<file path="config.mk">
export PLATFORM = sky130hd
export DESIGN_NAME = prco_fetch
export DESIGN_NICKNAME = d
export VERILOG_FILES = /design/src/rtl/prco_fetch.sv
export SDC_FILE = /design/constraint.sdc
export NUM_CORES = 1
export LEC_CHECK = 0
export CAP_MARGIN = 20
export CORE_MARGIN = 3
export CORE_UTILIZATION = 35
export CTS_CLUSTER_DIAMETER = 100
export DETAILED_ROUTE_END_ITERATION = 10
export PLACE_DENSITY = 0.7
export SLEW_MARGIN = 0
export SYNTH_ARGS = -nofsm -noshare
export SYNTH_HDL_FRONTEND = slang
export SYNTH_SLANG_ARGS = --single-unit
</file>
<file path="constraint.sdc">
create_clock -name i_clk -period 1.9 [get_ports i_clk]
set_input_delay 0.38 -clock i_clk [delete_from_list [all_inputs] [get_ports i_clk]]
set_output_delay 0.38 -clock i_clk [all_outputs]
set_load 0.03 [all_outputs]
</file>
<file path="src/rtl/prco_fetch.sv">
// prco_fetch: instruction fetch stage of the PRCO core.
// Holds the program counter, reads 16-bit words over a req/ack handshake
// and hands each word to the decoder with a one-cycle q_ce strobe.
module prco_fetch #(
    parameter int                ADDR_W   = 16,
    parameter logic [ADDR_W-1:0] RESET_PC = '0
) (
    input  logic              i_clk,
    input  logic              i_reset,
    input  logic              i_en,
    input  logic              i_fetch,
    input  logic              i_jmp_en,
    input  logic [ADDR_W-1:0] i_jmp_addr,
    output logic              q_mem_req,
    output logic [ADDR_W-1:0] q_mem_addr,
    input  logic              i_mem_ack,
    input  logic [15:0]       i_mem_data,
    output logic [15:0]       q_instr,
    output logic              q_ce,
    output logic [ADDR_W-1:0] q_pc,
    output logic              q_busy
);

    typedef enum logic [1:0] {
        S_BOOT  = 2'd0,
        S_IDLE  = 2'd1,
        S_REQ   = 2'd2,
        S_ISSUE = 2'd3
    } state_t;

    state_t            state_reg,  state_next;
    logic [ADDR_W-1:0] pc_reg,     pc_next;
    logic [ADDR_W-1:0] addr_reg,   addr_next;
    logic [15:0]       instr_reg,  instr_next;
    logic [ADDR_W-1:0] qpc_reg,    qpc_next;
    logic              kill_reg,   kill_next;
    logic              pend_reg,   pend_next;

    // Address a new request should use: a same-cycle jump bypasses pc_reg
    // so the redirect takes effect without an extra cycle.
    logic [ADDR_W-1:0] pc_eff;
    assign pc_eff = i_jmp_en ? i_jmp_addr : pc_reg;

    // Next-state and register-update logic for the fetch handshake.
    always_comb begin
        state_next = state_reg;
        pc_next    = pc_reg;
        addr_next  = addr_reg;
        instr_next = instr_reg;
        qpc_next   = qpc_reg;
        kill_next  = kill_reg;
        pend_next  = pend_reg | i_fetch;   // fetch pulses collapse into one

        if (i_jmp_en) begin
            pc_next = i_jmp_addr;
        end

        case (state_reg)
            S_BOOT: begin
                if (i_en) begin
                    addr_next  = pc_eff;
                    state_next = S_REQ;
                end
            end
            S_IDLE: begin
                if (i_en && (i_fetch || pend_reg)) begin
                    addr_next  = pc_eff;
                    pend_next  = 1'b0;
                    state_next = S_REQ;
                end
            end
            S_REQ: begin
                if (i_mem_ack) begin
                    if (!kill_reg && !i_jmp_en) begin
                        instr_next = i_mem_data;
                        qpc_next   = addr_reg;
                        pc_next    = addr_reg + 1'b1;
                        state_next = S_ISSUE;
                    end else begin
                        // Stale word: drop it and re-issue at the jump target.
                        kill_next = 1'b0;
                        addr_next = pc_eff;
                    end
                end else if (i_jmp_en) begin
                    kill_next = 1'b1;
                end
            end
            S_ISSUE: begin
                if (pend_reg && i_en) begin
                    addr_next  = pc_eff;
                    pend_next  = i_fetch;
                    state_next = S_REQ;
                end else begin
                    state_next = S_IDLE;
                end
            end
            default: begin
                state_next = S_BOOT;
            end
        endcase
    end

    // State and datapath registers with synchronous reset.
    always_ff @(posedge i_clk) begin
        if (i_reset) begin
            state_reg <= S_BOOT;
            pc_reg    <= RESET_PC;
            addr_reg  <= RESET_PC;
            instr_reg <= 16'h0000;
            qpc_reg   <= RESET_PC;
            kill_reg  <= 1'b0;
            pend_reg  <= 1'b0;
        end else begin
            state_reg <= state_next;
            pc_reg    <= pc_next;
            addr_reg  <= addr_next;
            instr_reg <= instr_next;
            qpc_reg   <= qpc_next;
            kill_reg  <= kill_next;
            pend_reg  <= pend_next;
        end
    end

    assign q_mem_req  = (state_reg == S_REQ);
    assign q_ce       = (state_reg == S_ISSUE);
    assign q_busy     = (state_reg != S_IDLE);
    assign q_mem_addr = addr_reg;
    assign q_instr    = instr_reg;
    assign q_pc       = qpc_reg;

endmodule
</file>
Word-level counts from Yosys, hierarchy flattened --
Cells that the tools add are included. Widths: inputs -> output; s select.
Word-level totals: bits of input ports 38, output and inout bits 51, word-level logic and storage cells 54, register bits after elaboration 68
Operators by class: equal/unequal tests 11, muxes and demuxes 22, add/sub/neg operators 1, bitwise logic cells 1, reductions and logical operators 12
Operators with widths (count):
- $mux 16 | 9
- $pmux 16 s4 | 1
- $add 16x1->16 const B | 1
- $mux 2 | 5
- $ne 2x1->1 const B | 4
- $ne 2x2->1 const B | 4
- $pmux 2 s4 | 1
- $reduce_and 3->1 | 2
- $mux 1 | 5
- $reduce_and 5->1 | 1
- $eq 2x2->1 const B | 2
- $reduce_and 4->1 | 1
- $logic_and 1x1->1 | 3
- $eq 2x1->1 const B | 1
- $logic_not 1->1 | 2
- $logic_not 2->1 | 1
- $pmux 1 s2 | 1
- $reduce_bool 2->1 | 1
- $logic_or 1x1->1 | 1
- $or 1x1->1 | 1

Depth between registers and ports, before layout --
depth in word-level cells 5, mapped depth 6, mapped depth without buffers 5

Worst setup path after synthesis --
OpenSTA, ideal clock, no wires.
path type reg2reg, from register addr_reg[1] (netlist: q_mem_addr[1]), to register pc_reg[14], stages on the path, launching flop included 6, slack 218 ps, buffers on the path 0, arrival time 1549 ps, library setup time 132 ps, data required time 1768 ps, period minus slack after synthesis 1682 ps, cell sequence dfxtp_1 ha_1 nand3_2 nor4_1 xnor2_1 a21oi_1
Between the ends: word-level cells in the longest chain between the ends 4
Ends and longest elaborated chain:
- start, declared | RTL line 33 | logic [ADDR_W-1:0] addr_reg, addr_next;
- start signal, assigned | RTL line 116 | addr_reg <= addr_next;
- $add 16x1->16 | RTL line 77 | pc_next = addr_reg + 1'b1;
- $mux 16 | RTL line 74 | if (!kill_reg && !i_jmp_en) begin
- $mux 16 | RTL line 73 | if (i_mem_ack) begin
- $mux 16 | RTL line 58 | case (state_reg)
- end signal, assigned | RTL line 115 | pc_reg <= pc_next;
- end, declared | RTL line 32 | logic [ADDR_W-1:0] pc_reg, pc_next;
No other way between the ends. A chain may end at the register's enable or synchronous reset.

Worst setup path in the final report --
from register addr_reg[8] (netlist: q_mem_addr[8]), to output q_mem_addr[8]
RTL lines:
- end, declared | RTL line 15 | output logic [ADDR_W-1:0] q_mem_addr,
No word-level cell between the ends.

==> run metrics <==
Die H=between 90 and 100 microns; final non-filler cell total=about 560; I/O Pins=89; Pre-Repair DR Iteration Count=4; Yosys warning count=0; die width=slightly below 100 microns; cell family with most CP delay=buffers and inverters; Synth area leader=dfxtp_1; clk buf depth=2; Achievable Freq=approximately 540 MHz; Setup crit end kind=output pin; largest net degree at the start of global routing=37; sequential element share of the synthesized area=46.4%; global-route wire length before repair=14000 microns; Clock Tree Root=clkbuf_8; Tot Pwr=3.73 mW; Fin Setup TNS=0 ns; setup bufs post-CTS=0; power per cell area=852 mW/mm^2; Post-Syn Instances=between 300 and 400; setup violators final=0; ratio of cells with drive above 1 in the final layout=14.6%; outcome=complete, no violations; top cells by area, synth=dfxtp_1 (46%), nand2_1 (9.1%), a21oi_1 (8.2%), mux2i_1 (5.5%), a221oi_1 (4.5%); WS Path Type=register to output pin; final worst clock skew=0.00573 ns; drt total wl=8490 microns; slack of the worst reg-to-reg path=0.28 ns; relative slew slack=71.4%; Placed Cells=539; async set or reset register ratio after synthesis=0%; Crit Path Max Fanout=2; Starting Density=37.0%; Min-Delay Path Class=register to register; P_leak=1.67 nW; area delta synth->final=49.2%; maxcap violations=0; Main synth FF type=dfxtp_1; CP Launch Point=q_mem_addr[8]; top-area cell type share of the netlist area=46.4%; drt initial violations=97; slowest stage delay, CP=0.71 ns; WP data arrival=1.46 ns; RSZ-0062 raised after global routing=no; vias in the first global route=roughly 2700; Synth cell types=38; Worst Setup EP=q_mem_addr[8]; Skew-Pair Late Insertion Delay=0.35 ns; ANT cells=0; Final Hold Viols=0; CORE AREA=between 0.007 and 0.008 sq mm; GRT overflow=0; min Tclk post-route=1.84 ns; Final period util=96.6%; Bufs and invs on worst path=1; WHS=0.455 ns; port bufs=88; Critical Path Stages=1; vias per cell=5.10; Post-Syn Nets=roughly 380; cell chain of the critical path=clkdlybuf4s50_1; CTS tree=yes; R2R depth=6; hpwl dp=around 6200 microns; crit start category=register; DR WL/cell=15.3 microns; Crit path required time=between 1.5 and 2 ns; Clock Sink Count=68; Cell Area, Synth=0.00294 sq mm; Max rail drop VDD=0.461 mV; H-Tree Depth=3; RR Startpoint=state_reg[0]; total global-route track usage=18.3%; Placer Congestion=between 0.8 and 0.9; cts bufs inserted=9; Post-synth EDFFs=0; Remaining DRCs=0; # rows=32; flop and latch count out of synthesis=68; Die ar.=0.00952 sq mm; Worst path slowest cell=clkdlybuf4s50_1; Vias=2830; syn avg cell area=8.66 sq um; CTS clk-pin slew, worst paths=approximately 0.070 ns; Net count, final=between 400 and 500; initial antenna violation count=0; Max Slew Vio Count=0; Detail Route Antenna Nets=0; Reg2Reg Capture Point=q_mem_addr[14]; Worst-Margin Slew=about 0.43 ns
==> metrics by stage <==
step | util (%) | instance area, sq um | setup slack [ns]
6_report | 55.3 | 4380 | 0.0638
5_1_grt | 55.3 | 4380 | 0.0262
4_1_cts | 55.2 | 4380 | 0.0131
3_5_place_dp | 52.3 | 4150 | 0.0162
3_3_place_gp | 52.3 | 4150 | 0.0475
2_1_floorplan | - | 2940 | 0.218
==> power by group <==
group          total (mW)  switching (mW)  leakage [nW]  internal, mW
Clock                1.42           0.555         0.115         0.866
Combinational       0.733           0.392         0.995         0.341
Sequential           1.58          0.0659         0.557          1.51
Total                3.73            1.01          1.67          2.72
==> worst min-delay path by stage <==
stage / endpoint / cells after the start / slack (ns) / startpoint
detailed placement: q_pc[3] / 2 / 0.45 / q_pc[3]
finish: q_pc[3] / 2 / 0.46 / q_pc[3]
global route: q_pc[3] / 2 / 0.48 / q_pc[3]
floorplan: q_instr[1] / 2 / 0.52 / i_mem_data[1]
CTS: state_reg[1] / 2 / 0.45 / i_reset
global placement: q_pc[7] / 2 / 0.45 / q_pc[7]
==> layout make-up <==
| cell class | instances | area, sq um |
|---|---|---|
| fill | 737 | 3550 |
| multi-input combinational | 242 | 1450 |
| sequential | 68 | 1360 |
| timing repair buffer | 124 | 1190 |
| tap | 102 | 128 |
| clock buffer | 9 | 124 |
| clock inverter | 7 | 115 |
| inverter | 3 | 11.3 |
==> logic make-up after synthesis <==
family,after synthesis,share of synthesized area (%)
buffers and inverters,29,4.52
muxes,16,5.45
DFF,68,46.4
and+or+nand+nor,127,21.1
AOI/OAI and AO/OA,85,18.3
adders and majority gates,1,0.426
xor gates and xnor gates,13,3.88
==> cells in the mapped netlist (2+ instances only) <==
library cell and n:
dfxtp_1 68, a221oi_1 15, a21o_1 11, inv_1 3
xnor2_1 11, xor2_1 2, clkbuf_1 11, nor2b_1 3
a21oi_1 48, buf_1 3, nor2_4 2, and2_1 2
nand3_2 2, mux2i_1 16, nand3_1 4, o21ai_0 2
nand2_1 71, and3_2 2, nand4_4 2, a211oi_1 6
nor3_1 6, nor2_1 21, buf_2 10, nor4_1 4
==> layout by cell type (no fill, tap or decap), types with 4 or more instances in the layout <==
cell,n
clkdlybuf4s50_1,78
xnor2_1,11
nor4_1,4
a21o_1,11
nor2_1,21
a21oi_1,48
mux2i_1,16
buf_4,32
a211oi_1,6
nand3_1,4
dfxtp_1,68
nor3_1,6
nand2_1,71
buf_12,4
dlygate4sd2_1,7
a221oi_1,15
clkbuf_8,9
==> routing by layer <==
metal  up-vias  track usage (%)  share of wire [%]
met5         -                0                  0
met4         0             6.28                1.1
met3         8             5.60                7.3
met2       108             29.2                 46
met1      1322             23.4                 45
li1       1392                -                  -
==> what timing repair did <==
action | in CTS | in global routing
resized for setup | 7 | 2
hold buffers | 0 | 0
endpoints found under the setup margin | 7 | 2
Note: power is estimated with default switching activity, not from simulation.
